File: config.mk
export PLATFORM = sky130hd
export DESIGN_NAME = srl_delay_line
export DESIGN_NICKNAME = d
export VERILOG_FILES = /design/src/rtl/srl_delay_line_pkg.sv /design/src/rtl/srl_delay_line_segment.sv /design/src/rtl/srl_delay_line.sv
export SDC_FILE = /design/constraint.sdc
export NUM_CORES = 1
export LEC_CHECK = 0
export CAP_MARGIN = 20
export CORE_MARGIN = 4
export CORE_UTILIZATION = 45
export DETAILED_ROUTE_END_ITERATION = 16
export GPL_TIMING_DRIVEN = 0
export HOLD_SLACK_MARGIN = 0.08
export PLACE_DENSITY = 0.67
export SLEW_MARGIN = 20
export SYNTH_ARGS = -nofsm -noshare
export SYNTH_HDL_FRONTEND = slang
export SYNTH_SLANG_ARGS = --single-unit
File: constraint.sdc
create_clock -name CLK -period 2.5 [get_ports CLK]
set_input_delay 0.375 -clock CLK [delete_from_list [all_inputs] [get_ports CLK]]
set_output_delay 0.375 -clock CLK [all_outputs]
set_load 0.005 [all_outputs]
File: src/rtl/srl_delay_line_pkg.sv
// Shared constants and elaboration helpers for the srl_delay_line slice:
// SRL primitive lengths, a constant clog2 and the segment-count helpers.
package srl_delay_line_pkg;

  localparam int unsigned SRL16_LEN = 16;
  localparam int unsigned SRL32_LEN = 32;

  // Ceiling log2; clog2(1) = 0.
  function automatic int unsigned clog2(input int unsigned v);
    int unsigned r;
    r = 0;
    while ((32'd1 << r) < v) r++;
    return r;
  endfunction

  // Number of full 32-deep segments making up a chain of the given depth.
  function automatic int unsigned n32_segs(input int unsigned depth);
    return depth / SRL32_LEN;
  endfunction

  // 1 when a 16-deep tail segment is needed after the 32-deep segments.
  function automatic int unsigned n16_segs(input int unsigned depth);
    return (depth % SRL32_LEN) / SRL16_LEN;
  endfunction

endpackage

File: src/rtl/srl_delay_line_segment.sv
// One SRL segment of LEN (16 or 32) stages, WIDTH bits wide. Storage is
// never reset so each bit column maps onto an SRLC16E/SRLC32E. Exposes the
// addressed tap and the cascade (last stage) output. A non-empty SITE
// places the storage at that site.
module srl_delay_line_segment
  import srl_delay_line_pkg::*;
#(
  parameter int unsigned  LEN   = SRL32_LEN,
  parameter int unsigned  WIDTH = 1,
  parameter string        SITE  = "",
  localparam int unsigned SAW   = clog2(LEN)
) (
  input  logic             clk_i,
  input  logic             shift_i,
  input  logic [WIDTH-1:0] d_i,
  input  logic [SAW-1:0]   a_i,
  output logic [WIDTH-1:0] q_o,
  output logic [WIDTH-1:0] cas_o
);

  if (SITE == "") begin : g_free
    (* keep = "true", dont_touch = "true" *)
    logic [WIDTH-1:0] stage_q [LEN];

    // Shift the whole column by one stage on each qualified edge.
    always_ff @(posedge clk_i) begin
      if (shift_i) begin
        stage_q[0] <= d_i;
        for (int unsigned k = 1; k < LEN; k++) stage_q[k] <= stage_q[k-1];
      end
    end

    assign q_o   = stage_q[a_i];
    assign cas_o = stage_q[LEN-1];
  end else begin : g_loc
    (* keep = "true", dont_touch = "true", LOC = SITE *)
    logic [WIDTH-1:0] stage_q [LEN];

    // Shift the whole column by one stage on each qualified edge.
    always_ff @(posedge clk_i) begin
      if (shift_i) begin
        stage_q[0] <= d_i;
        for (int unsigned k = 1; k < LEN; k++) stage_q[k] <= stage_q[k-1];
      end
    end

    assign q_o   = stage_q[a_i];
    assign cas_o = stage_q[LEN-1];
  end

endmodule

File: src/rtl/srl_delay_line.sv
// Multi-bit runtime-tappable SRL delay line: N32 cascaded 32-deep segments
// plus an optional 16-deep tail, a saturating fill counter that qualifies
// the selected tap, and FULL once every stage holds post-reset data.
// Optional feature macro: SRL_DELAY_OUTREG_EN registers Q/Q_VALID/FULL
// (loaded on CE, cleared by reset), adding one CE edge of latency.
module srl_delay_line
  import srl_delay_line_pkg::*;
#(
  parameter int unsigned  WIDTH = 1,
  parameter int unsigned  DEPTH = 64,
  parameter string        SITE  = "",
  localparam int unsigned AW    = clog2(DEPTH)
) (
  input  logic             CLK,
  input  logic             RST_N,
  input  logic             CE,
  input  logic [WIDTH-1:0] D,
  input  logic [AW-1:0]    A,
  output logic [WIDTH-1:0] Q,
  output logic             Q_VALID,
  output logic             FULL
);

  localparam int unsigned N32  = n32_segs(DEPTH);
  localparam int unsigned N16  = n16_segs(DEPTH);
  localparam int unsigned NSEG = N32 + N16;
  localparam int unsigned FW   = clog2(DEPTH + 1);

  logic             shift;
  logic [AW-1:0]    a_eff;
  int unsigned      seg_idx;
  logic [WIDTH-1:0] chain [NSEG+1];
  logic [WIDTH-1:0] tap [NSEG];
  logic [WIDTH-1:0] tap_sel;
  logic [FW-1:0]    fill_q, fill_d;
  logic [WIDTH-1:0] q_c;
  logic             q_valid_c;
  logic             full_c;

  // Reset wins over CE: a reset cycle never shifts.
  assign shift    = CE & RST_N;
  assign chain[0] = D;

  assign a_eff   = (32'(A) >= DEPTH) ? AW'(DEPTH - 1) : A;
  assign seg_idx = 32'(a_eff) / SRL32_LEN;

  for (genvar s = 0; s < N32; s++) begin : g_srl32
    srl_delay_line_segment #(
      .LEN   (SRL32_LEN),
      .WIDTH (WIDTH),
      .SITE  (SITE)
    ) u_seg (
      .clk_i   (CLK),
      .shift_i (shift),
      .d_i     (chain[s]),
      .a_i     (a_eff[4:0]),
      .q_o     (tap[s]),
      .cas_o   (chain[s+1])
    );
  end

  // The tail only ever sees taps whose bit 4 is clear, so the low four
  // address bits are sufficient.
  if (N16 != 0) begin : g_srl16
    srl_delay_line_segment #(
      .LEN   (SRL16_LEN),
      .WIDTH (WIDTH),
      .SITE  (SITE)
    ) u_tail (
      .clk_i   (CLK),
      .shift_i (shift),
      .d_i     (chain[N32]),
      .a_i     (a_eff[3:0]),
      .q_o     (tap[N32]),
      .cas_o   (chain[NSEG])
    );
  end

  // Upper tap bits pick which segment drives the output.
  always_comb begin
    tap_sel = '0;
    for (int unsigned s = 0; s < NSEG; s++) begin
      if (seg_idx == s) tap_sel = tap[s];
    end
  end

  // Fill count: cleared by reset, counts shifts, saturates at DEPTH.
  always_comb begin
    fill_d = fill_q;
    if (!RST_N) fill_d = '0;
    else if (CE && (32'(fill_q) < DEPTH)) fill_d = fill_q + FW'(1);
  end

  // Fill counter register.
  always_ff @(posedge CLK) begin
    fill_q <= fill_d;
  end

  assign q_valid_c = 32'(fill_q) > 32'(a_eff);
  assign full_c    = 32'(fill_q) == DEPTH;
  assign q_c       = q_valid_c ? tap_sel : '0;

`ifdef SRL_DELAY_OUTREG_EN
  logic [WIDTH-1:0] q_q;
  logic             q_valid_q;
  logic             full_q;

  // Output register: cleared by reset, follows the tap path on CE edges.
  always_ff @(posedge CLK) begin
    if (!RST_N) begin
      q_q       <= '0;
      q_valid_q <= 1'b0;
      full_q    <= 1'b0;
    end else if (CE) begin
      q_q       <= q_c;
      q_valid_q <= q_valid_c;
      full_q    <= full_c;
    end
  end

  assign Q       = q_q;
  assign Q_VALID = q_valid_q;
  assign FULL    = full_q;
`else
  assign Q       = q_c;
  assign Q_VALID = q_valid_c;
  assign FULL    = full_c;
`endif

endmodule

==> impl_results.md, run 1 <==
* Status: complete, but fails checks
* Violated checks: setup timing
* GRT Overall Usage at 14.7%
* Final setup skew at 6.04 ps
* Hold WC Path Type: flip-flop to flip-flop
* Synth Net Count at 190
* Static Leakage at 0.00124 uW
* Nets at 218
* Distinct cells, synth at 33
* Fin Hold WS at 441 ps
* First-pass GRT wire length at 8900 um
* Initial DRC count at 84
* Worst-Skew Late Latency at 350 ps
* DIE HEIGHT at 89.7 um
* # H-tree levels at 3
* R2R setup slack at 820 ps
* Slew margin rel. at 45.3%
* R2R cell count at 4
* Met2 Use GR at 21.6%
* CTS Sinks at 71
* Hold Buf Count CTS at 0
* Worst-path maximum fanout at 2
* Grt total ovfl at 0
* CTS root buf: clkbuf_8
* Die area at 0.00805 sq mm
* Dpl hpwl at 3500 um
* GPL Wtd Cong at 0.781
* Reg clk slew, reported paths at 70 ps
* Ys flop type: edfxtp_1
* Critical path endpoint category: output pin
* Global route hottest layer: met2
* Post-Syn Area per Cell at 17.5 sq um
* Mapped Area at 0.00301 sq mm
* Seq/Total Area, Yosys at 68.6%
* Final worst-path cycle share at 104%
* RR Endpoint: fill_q[5]
* CP arrival at 2210 ps
* Multi-input gate area at 941 sq um
* Placed cell count at 259
* Hold endpoint: g_srl32[0].u_seg.g_free.stage_q[18]
* Most frequent cells in the layout: edfxtp_1, mux4_2, nand2_1, clkbuf_8, buf_4
* Min Tclk post-route at 2590 ps
* Via count at 1612
* Final setup margin at -88.6 ps
* Yosys warning total at 0
* Initial Util at 46.8%
* DRC at 0
* Largest net degree at the start of global routing at 65
* FF-to-FF Start: fill_q[6]
* Final Util at 54.9%
* Longest Clk Path Bufs at 2
* Final setup vio count at 1
* TritonCTS Buffers at 9
* Dpl ws at -728 ps
* PortBufs at 10
* Yosys reg bits at 71
* Met3 Use GR at 5.59%
* Vias in the first global route at 1644
* Crit Path Category: flip-flop to output pin
* Number of I/O pins at 13
* Diode count at 0
* Core area at 0.00642 sq mm
* Worst slew pin tran at 821 ps
* Fin. Hold Viols at 0
* Max Cap Viol at 0
* Share of layout cells above drive strength 1 at 28.8%
* P&R area growth vs syn at 17.4%
* Number of flops mapped to enable cells by yosys at 64
* CP Launch Type: flip-flop
* DRT Pass-1 Iters at 4
* Routed Wire Length at 5520 um
* Fill count at 492
* FFs w/ async S/R, synth at 0%
* Hold Crit Start: g_srl32[0].u_seg.g_free.stage_q[17]
* Die X at 89.7 um
* M1 GR Usage at 19.0%
* Highest clock rate at 0.386 GHz
* CTS tree: built
* Hold Path Depth at 0
* Peak supply drop at 0.374 mV
* Routed Antenna Nets at 0
* WL per Instance at 19.6 um
* Max Slew Vio Count at 0
* Initial antenna violation count at 0
* Syn Inst Count at 172
* Critical Path RT at 2120 ps
* RSZ-0062 raised after global routing: true
* Sequential cell area at 0.00206 sq mm
* Power Density at 686 mW/mm^2
* Most common cell after layout, fill and taps aside: edfxtp_1
* # rows at 29
* Vias per cell at 5.72
* Cell Count, Final, Fillers Out at 282
-- registers in the layout (all words and copies together), names as in the netlist --
register	count
g_srl32.u_seg.g_free.stage_q	64
fill_q	7
-- power breakdown --
group | internal (uW) | switching, uW | total, uW
registers | 1340 | 23.3 | 1360
logic | 90.8 | 94.1 | 185
clock network | 457 | 414 | 871
total | 1890 | 531 | 2420
-- per-layer routing --
| layer | up-vias | part of all wire [%] |
|---|---|---|
| met3 | 15 | 5.6 |
| met2 | 51 | 48 |
| met4 | 0 | 2.8 |
| met5 | - | 0 |
| met1 | 801 | 44 |
| li1 | 745 | - |
-- through the flow --
stage	total power [uW]	cell area, sq um	setup TNS, ps
after floorplan	1500	3010	0
after global placement	1550	3200	-54700
after detailed placement	1550	3200	-1220
after CTS	2430	3460	-89.6
after global routing	2540	3530	-183
final	2420	3530	-88.6
-- cells in the mapped netlist (2+ instances only) --
cell type	number	area [sq um]
buf_6	2	22.5
xnor2_1	4	35.0
o21ai_0	4	20.0
nand2_1	9	33.8
edfxtp_1	64	1920
nor4_1	3	18.8
o31ai_1	3	22.5
mux2i_1	2	20.0
buf_8	2	30.0
mux4_2	11	248
nor2b_1	4	25.0
inv_1	7	26.3
a21oi_1	5	25.0
mux4_1	4	105
mux2_2	2	22.5
nand4_1	4	25.0
nor2_1	5	18.8
dfxtp_1	7	140
ha_1	8	100
and2_1	5	31.3
nor3_1	5	25.0
-- how the worst max path moves through the flow --
stage | start | to | slack (ps) | cells past startpoint
after floorplan | RST_N | g_srl32[0].u_seg.g_free.stage_q[0] | 190 | 1
after global placement | RST_N | g_srl32[0].u_seg.g_free.stage_q[7] | -840 | 2
after detailed placement | A[4] | Q | -730 | 10
after CTS | g_srl32[1].u_seg.g_free.stage_q[16] | Q | -90 | 6
after global routing | g_srl32[1].u_seg.g_free.stage_q[16] | Q | -180 | 6
final | g_srl32[1].u_seg.g_free.stage_q[16] | Q | -90 | 6
-- cells by family (layout without fill, tap and decap cells) --
kind of cell / Yosys count / in the layout / share of synthesized area (%)
fa+ha+maj: 8 / 8 / 3.33
simple gates: 41 / 41 / 7.37
buf+inv: 13 / 46 / 2.96
flops: 71 / 71 / 68.6
xor+xnor: 4 / 4 / 1.17
compound gates: 16 / 16 / 3.41
mux: 19 / 19 / 13.2
-- worst max-delay path, cell delays in order, from the launching register on --
cell and delay, ps:
edfxtp_1 440, mux4_2 540, o2111ai_2 240, o31ai_2 110
nor4_2 320, nor4b_4 80, buf_2 140
-- timing repair --
action                     CTS  global route
pin swaps                    4             3
buffers inserted             2             5
resized for setup           21            11
setup endpoints to repair    3             3
-- cell type report --
class / instances / share of cell area, %
flip-flops and latches: 71 / 58.5
inverters: 7 / 0.745
plain buffers: 6 / 1.95
repair buffers: 17 / 4.11
clock inverters: 6 / 1.70
well taps: 77 / 2.73
multi-input cells: 88 / 26.7
clock buffers: 10 / 3.62
No activity file was read; power rests on OpenSTA's default activity.
==> run 2, diff against run 1 <==
Settings changed: CORE_UTILIZATION 45 to 55, CTS_BUF_LIST from default to sky130_fd_sc_hd__clkbuf_16, PLACE_DENSITY 0.67 to 0.78.
==> run 2 against run 1 <==
Net effect: the run now ends clean; combinational power down 7%; via count down 1.1%; cell count down 3.5%; sequential share of layout area down 0.32 points; largest cell class unchanged; non-clock buffer count down 3; clock power up 39%; fmax up 3.6%.
==> impl_results.md, run 2 (synthesis gave the netlist of run 1 again) <==
* Share of layout cells above drive strength 1 at 23.8% (-5.0 points)
* Sequential cell area at 0.00206 sq mm (about the same)
* First-pass GRT wire length at 8480 um (-4.7%)
* Min Tclk post-route at 2500 ps (-89.0 ps)
* DRT Pass-1 Iters at 4 (unchanged)
* GRT Overall Usage at 17.9% (+3.2 points)
* Placed cell count at 252 (-2.7%)
* Net Switching at 562 uW (+5.8%)
* # rows at 26 (-10%)
* DP Area at 0.00320 sq mm (-0.27%)
* Number of flip-flops in the largest register at 64 (unchanged)
* Routed Wire Length at 5260 um (-4.8%)
* Hold WC Path Type: flip-flop to flip-flop
* Sw frac at 20.4% (-1.5 points)
* Max Slew Vio Count at 0 (unchanged)
* Initial DRC count at 126 (+50%)
* Peak supply drop at 0.537 mV (+44%)
* Nets at 215 (-1.4%)
* Max Cap Viol at 0 (unchanged)
* Hold Buf Count CTS at 0 (unchanged)
* Final setup skew at 3.75 ps (-2.29 ps)
* Static Leakage at 0.00125 uW (+1.1%)
* Multi-input gate area at 891 sq um (-5.3%)
* PortBufs at 10 (unchanged)
* Critical path, cell by cell: mux4_2 > buf_4 > nor3_2 > nor4_1 > nor4_2 > nor4b_2 > clkbuf_2
* Grt total ovfl at 0 (unchanged)
* Most frequent cells in the layout: edfxtp_1, mux4_2, nand2_1, clkbuf_16, ha_1
* DRC at 0 (unchanged)
* Via count at 1595 (-1.1%)
* Status: complete, no violations
* Crit Path Category: flip-flop to output pin
* Fill count at 344 (-30%)
* Worst-Skew Late Latency at 320 ps (-30 ps)
* Largest net degree at the start of global routing at 65 (unchanged)
* Diode count at 0 (unchanged)
* WL per Instance at 19.3 um (-1.3%)
* Final instance area at 0.00355 sq mm (+0.50%)
* CTS tree: built
* CTS root buf: clkbuf_16
* Slowest stage cell on the critical path: mux4_2
* Fin. Hold Viols at 0 (unchanged)
* Vias in the first global route at 1636 (-0.49%)
* Reg clk slew, reported paths at 50 ps (-20 ps)
* Highest clock rate at 0.400 GHz (+3.6%)
* Initial antenna violation count at 0 (unchanged)
* Power Density at 776 mW/mm^2 (+13%)
* Top reg by flops: g_srl32.u_seg.g_free.stage_q
* Die X at 81.9 um (-8.7%)
* Routed Antenna Nets at 0 (unchanged)
* R2R setup slack at 960 ps (+140 ps)
* Combinational Power Share at 6.3% (-1.3 points)
* Setup TNS at 0 ps (+88.6 ps)
* Dpl hpwl at 3430 um (-2.0%)
* Critical Path RT at 2120 ps (about the same)
* Cell Count, Final, Fillers Out at 272 (-3.5%)
* Final Util at 68.1% (+13 points)
* Flop pwr share at 49.6% (-6.8 points)
* Core area at 0.00520 sq mm (-19%)
* Die area at 0.00671 sq mm (-17%)
* Longest Clk Path Bufs at 2 (unchanged)
* Final setup vio count at 0 (-1)
* Vias per cell at 5.86 (+2.6%)
* Worst-path maximum fanout at 2 (unchanged)
* Final worst-path cycle share at 100% (-3.6 points)
* CTS Sinks at 71 (unchanged)
* RSZ-0062 raised after global routing: true
* CP Launch Type: flip-flop
* Buf/Inv on CP at 2 (+1)
* Number of I/O pins at 13 (unchanged)
* TritonCTS Buffers at 9 (unchanged)
* Initial Util at 57.7% (+11 points)
* Clk pwr share at 44.1% (+8.1 points)
* Most common cell after layout, fill and taps aside: edfxtp_1
* Worst slew pin tran at 811 ps (-9.27 ps)
* Slew margin rel. at 45.9% (+0.62 points)
* Critical path endpoint category: output pin
* # H-tree levels at 3 (unchanged)
* Biggest regs: g_srl32.u_seg.g_free.stage_q x64, fill_q x7
* Int Power at 2190 uW (+16%)
* P&R area growth vs syn at 18.0%
* DIE HEIGHT at 81.9 um (-8.7%)
* Top Family by Delay on Critical Path: simple AND/OR/NAND/NOR gates
* GPL Wtd Cong at 0.772 (-1.1%)
* CP arrival at 2120 ps (-90 ps)
* Max stage delay on crit path at 530 ps (about the same)
-- run 2: path summary, 6_finish.rpt --
path,from,end,cells after the start
max,g_srl32[1].u_seg.g_free.stage_q[16],Q,7
min reg2reg,g_srl32[0].u_seg.g_free.stage_q[23],g_srl32[0].u_seg.g_free.stage_q[24],0
max reg2reg,fill_q[6],fill_q[5],4
min,g_srl32[0].u_seg.g_free.stage_q[23],g_srl32[0].u_seg.g_free.stage_q[24],0
-- run 2: timing repair --
action | 4_1_cts | 5_1_grt
pin swaps | 2 | 3
setup buffers | 3 | 1
setup endpoints to repair | 3 | 1
gates resized for setup | 20 | 1
-- run 2: power by group through the flow --
| stage | clock network (uW) | logic [uW] | registers [uW] |
|---|---|---|---|
| 2_1_floorplan | 0 | 117 | 1380 |
| 3_3_place_gp | 0 | 156 | 1390 |
| 3_5_place_dp | 0 | 161 | 1390 |
| 4_1_cts | 1240 | 173 | 1370 |
| 5_1_grt | 1300 | 188 | 1370 |
| 6_report | 1210 | 172 | 1370 |
-- run 2: layer usage --
layer / GRT usage [%] / wire, um / vias to the layer above
met1: 23.2 / 2340 / 818
li1: - / - / 736
met3: 6.03 / 243 / 6
met2: 27.9 / 2640 / 35
met5: 0 / 0 / -
met4: 6.98 / 40 / 0
-- run 2: cell type report --
type	count	area share, %
plain buffers	6	1.94
inverters	7	0.741
clock buffers	9	6.35
repair buffers	14	3.42
flip-flops and latches	71	58.2
well taps	70	2.47
multi-input cells	88	25.1
clock inverters	7	1.80
-- run 2: stage by stage --
step	hold slack, ps	worst slack, ps	power [uW]
floorplan	417	190	1500
global placement	424	-821	1540
detailed placement	430	-703	1550
CTS	444	-36.0	2780
global route	453	-67.1	2860
finish	441	0.409	2750
==> run 3, diff against run 2 <==
Settings changed: CORE_MARGIN 4 to 8.
==> run 3 against run 2 <==
Net effect: the flow now finishes with violations (setup timing); non-clock buffer count grew 3; global-route usage shrank 3.2 points; routed wire length grew 5.4%.
==> impl_results.md, run 3 (synthesis gave the netlist of run 1 again) <==
* CTS root buf: clkbuf_16
* # rows at 27 (+3.8%)
* R2R cell count at 4 (unchanged)
* Initial antenna violation count at 0 (unchanged)
* Fin. Hold Viols at 0 (unchanged)
* GPL Wtd Cong at 0.784 (+1.5%)
* Min Tclk post-route at 2530 ps (+28.7 ps)
* Die X at 89.9 um (+9.8%)
* Hold Buf Count CTS at 0 (unchanged)
* Max Cap Viol at 0 (unchanged)
* Worst slew pin tran at 832 ps (+21.0 ps)
* Fin Hold WS at 442 ps (+0.171 ps)
* Via count at 1638 (+2.7%)
* RSZ-0062 raised after global routing: true
* Power Density at 793 mW/mm^2 (+2.2%)
* CTS Sinks at 71 (unchanged)
* CP Launch Point: g_srl32[1].u_seg.g_free.stage_q[0]
* Cell Count, Final, Fillers Out at 277 (+1.8%)
* DRT Pass-1 Iters at 4 (unchanged)
* PortBufs at 10 (unchanged)
* Peak supply drop at 0.620 mV (+15%)
* Routed Wire Length at 5550 um (+5.4%)
* Final worst-path cycle share at 101% (+1.1 points)
* Diode count at 0 (unchanged)
* Initial DRC count at 171 (+36%)
* Status: complete, but fails checks
* Grt total ovfl at 0 (unchanged)
* DRC at 0 (unchanged)
* P&R area growth vs syn at 20.5%
* Vias per cell at 5.91 (+0.84%)
* Worst-path maximum fanout at 2 (unchanged)
* Static Leakage at 0.00127 uW (+1.4%)
* DIE HEIGHT at 89.9 um (+9.8%)
* Most frequent cells in the layout: edfxtp_1, mux4_2, nand2_1, clkbuf_16
* Max Slew Vio Count at 0 (unchanged)
* Critical Path RT at 2120 ps (about the same)
* Critical path endpoint category: output pin
* Final setup skew at 5.12 ps (+1.37 ps)
* RR Endpoint: fill_q[5]
* Vias in the first global route at 1730 (+5.7%)
* R2R setup slack at 930 ps (-30 ps)
* GRT Overall Usage at 14.6% (-3.2 points)
* Routed Antenna Nets at 0 (unchanged)
* Number of flip-flops in the largest register at 64 (unchanged)
* CTS tree: built
* Nets at 218 (+1.4%)
* # H-tree levels at 3 (unchanged)
* Crit Path Category: flip-flop to output pin
* CP arrival at 2150 ps (+30 ps)
* Longest Clk Path Bufs at 2 (unchanged)
* FF-to-FF Start: fill_q[6]
* Final Util at 67.0% (-1.1 points)
* WL per Instance at 20.0 um (+3.5%)
* Hold WC Path Type: flip-flop to flip-flop
* CP Launch Type: flip-flop
* Fill count at 369 (+7.3%)
* Placed cell count at 254 (+0.79%)
* Die area at 0.00809 sq mm (+20%)
* Reg clk slew, reported paths at 50 ps (about the same)
* Worst-Skew Late Latency at 330 ps (about the same)
* CP Capture Point: Q
* Highest clock rate at 0.396 GHz (-1.1%)
* Slew margin rel. at 44.5% (-1.4 points)
* TritonCTS Buffers at 9 (unchanged)
* Most common cell after layout, fill and taps aside: edfxtp_1
* Biggest regs: g_srl32.u_seg.g_free.stage_q x64, fill_q x7
* Final setup vio count at 1 (+1)
* First-pass GRT wire length at 9050 um (+6.7%)
* Final setup margin at -28.3 ps (-28.7 ps)
* Share of layout cells above drive strength 1 at 27.8% (+4.0 points)
* Core area at 0.00541 sq mm (+3.8%)
* Dpl ws at -852 ps (-149 ps)
* Largest net degree at the start of global routing at 65 (unchanged)
* Violated checks: setup timing
* Setup TNS at -28.3 ps (-28.3 ps)
* Initial Util at 55.6% (-2.1 points)
* Number of I/O pins at 13 (unchanged)
* Dpl hpwl at 3420 um (-0.21%)
* Top reg by flops: g_srl32.u_seg.g_free.stage_q
==> run 3: changes by cell type in the layout (fill, tap and decap cells not counted), moves of 2 or more <==
cell and change:
dlygate4sd2_1 -2, buf_2 +2, clkdlybuf4s15_1 +2, buf_4 +3, o21ai_0 -2, o21ai_1 +2
==> run 3: routing by layer <==
layer | track usage [%] | share of wire [%]
met4 | 7.63 | 2.4
met2 | 22.2 | 50
met5 | 0 | 0
met3 | 4.90 | 3.8
met1 | 18.3 | 44
==> run 3: timing repair <==
item,CTS,global route
setup buffers,4,3
setup endpoints to repair,3,2
pin swaps,5,4
resized for setup,30,7
==> run 3: layout make-up <==
class | count | area [sq um] | share of cell area (%)
clock buffer | 9 | 225 | 6.22
buffer | 6 | 72.6 | 2.00
multi-input combinational | 88 | 917 | 25.3
tap | 72 | 90.1 | 2.49
sequential | 71 | 2070 | 57.0
inverter | 7 | 26.3 | 0.726
timing repair buffer | 17 | 135 | 3.73
clock inverter | 7 | 88.8 | 2.45
==> run 3: worst min path at each step <==
stage,start,end,cells after the start
finish,g_srl32[0].u_seg.g_free.stage_q[21],g_srl32[0].u_seg.g_free.stage_q[22],0
global route,g_srl32[0].u_seg.g_free.stage_q[5],g_srl32[0].u_seg.g_free.stage_q[6],0
CTS,g_srl32[1].u_seg.g_free.stage_q[24],g_srl32[1].u_seg.g_free.stage_q[25],0
detailed placement,g_srl32[1].u_seg.g_free.stage_q[24],g_srl32[1].u_seg.g_free.stage_q[25],0
global placement,g_srl32[0].u_seg.g_free.stage_q[21],g_srl32[0].u_seg.g_free.stage_q[22],0
floorplan,g_srl32[0].u_seg.g_free.stage_q[5],g_srl32[0].u_seg.g_free.stage_q[6],0
==> run 3: critical path, cell delays in order, from the launching register on <==
cell	delay (ps)
edfxtp_1	430
mux4_2	530
o2111ai_2	180
o31ai_1	110
nor4_2	340
nor4b_4	90
buf_2	140
==> run 3: metrics by stage <==
| step | cell area [sq um] | total power (uW) |
|---|---|---|
| final | 3620 | 2870 |
| after global routing | 3620 | 2970 |
| after CTS | 3580 | 2880 |
| after detailed placement | 3200 | 1550 |
| after global placement | 3200 | 1540 |
| after floorplan | 3010 | 1500 |
==> run 3: where the power goes <==
group / total [uW] / internal [uW] / switching, uW
clock network: 1320 / 865 / 457
registers: 1370 / 1340 / 24.5
logic: 183 / 89.6 / 93.8
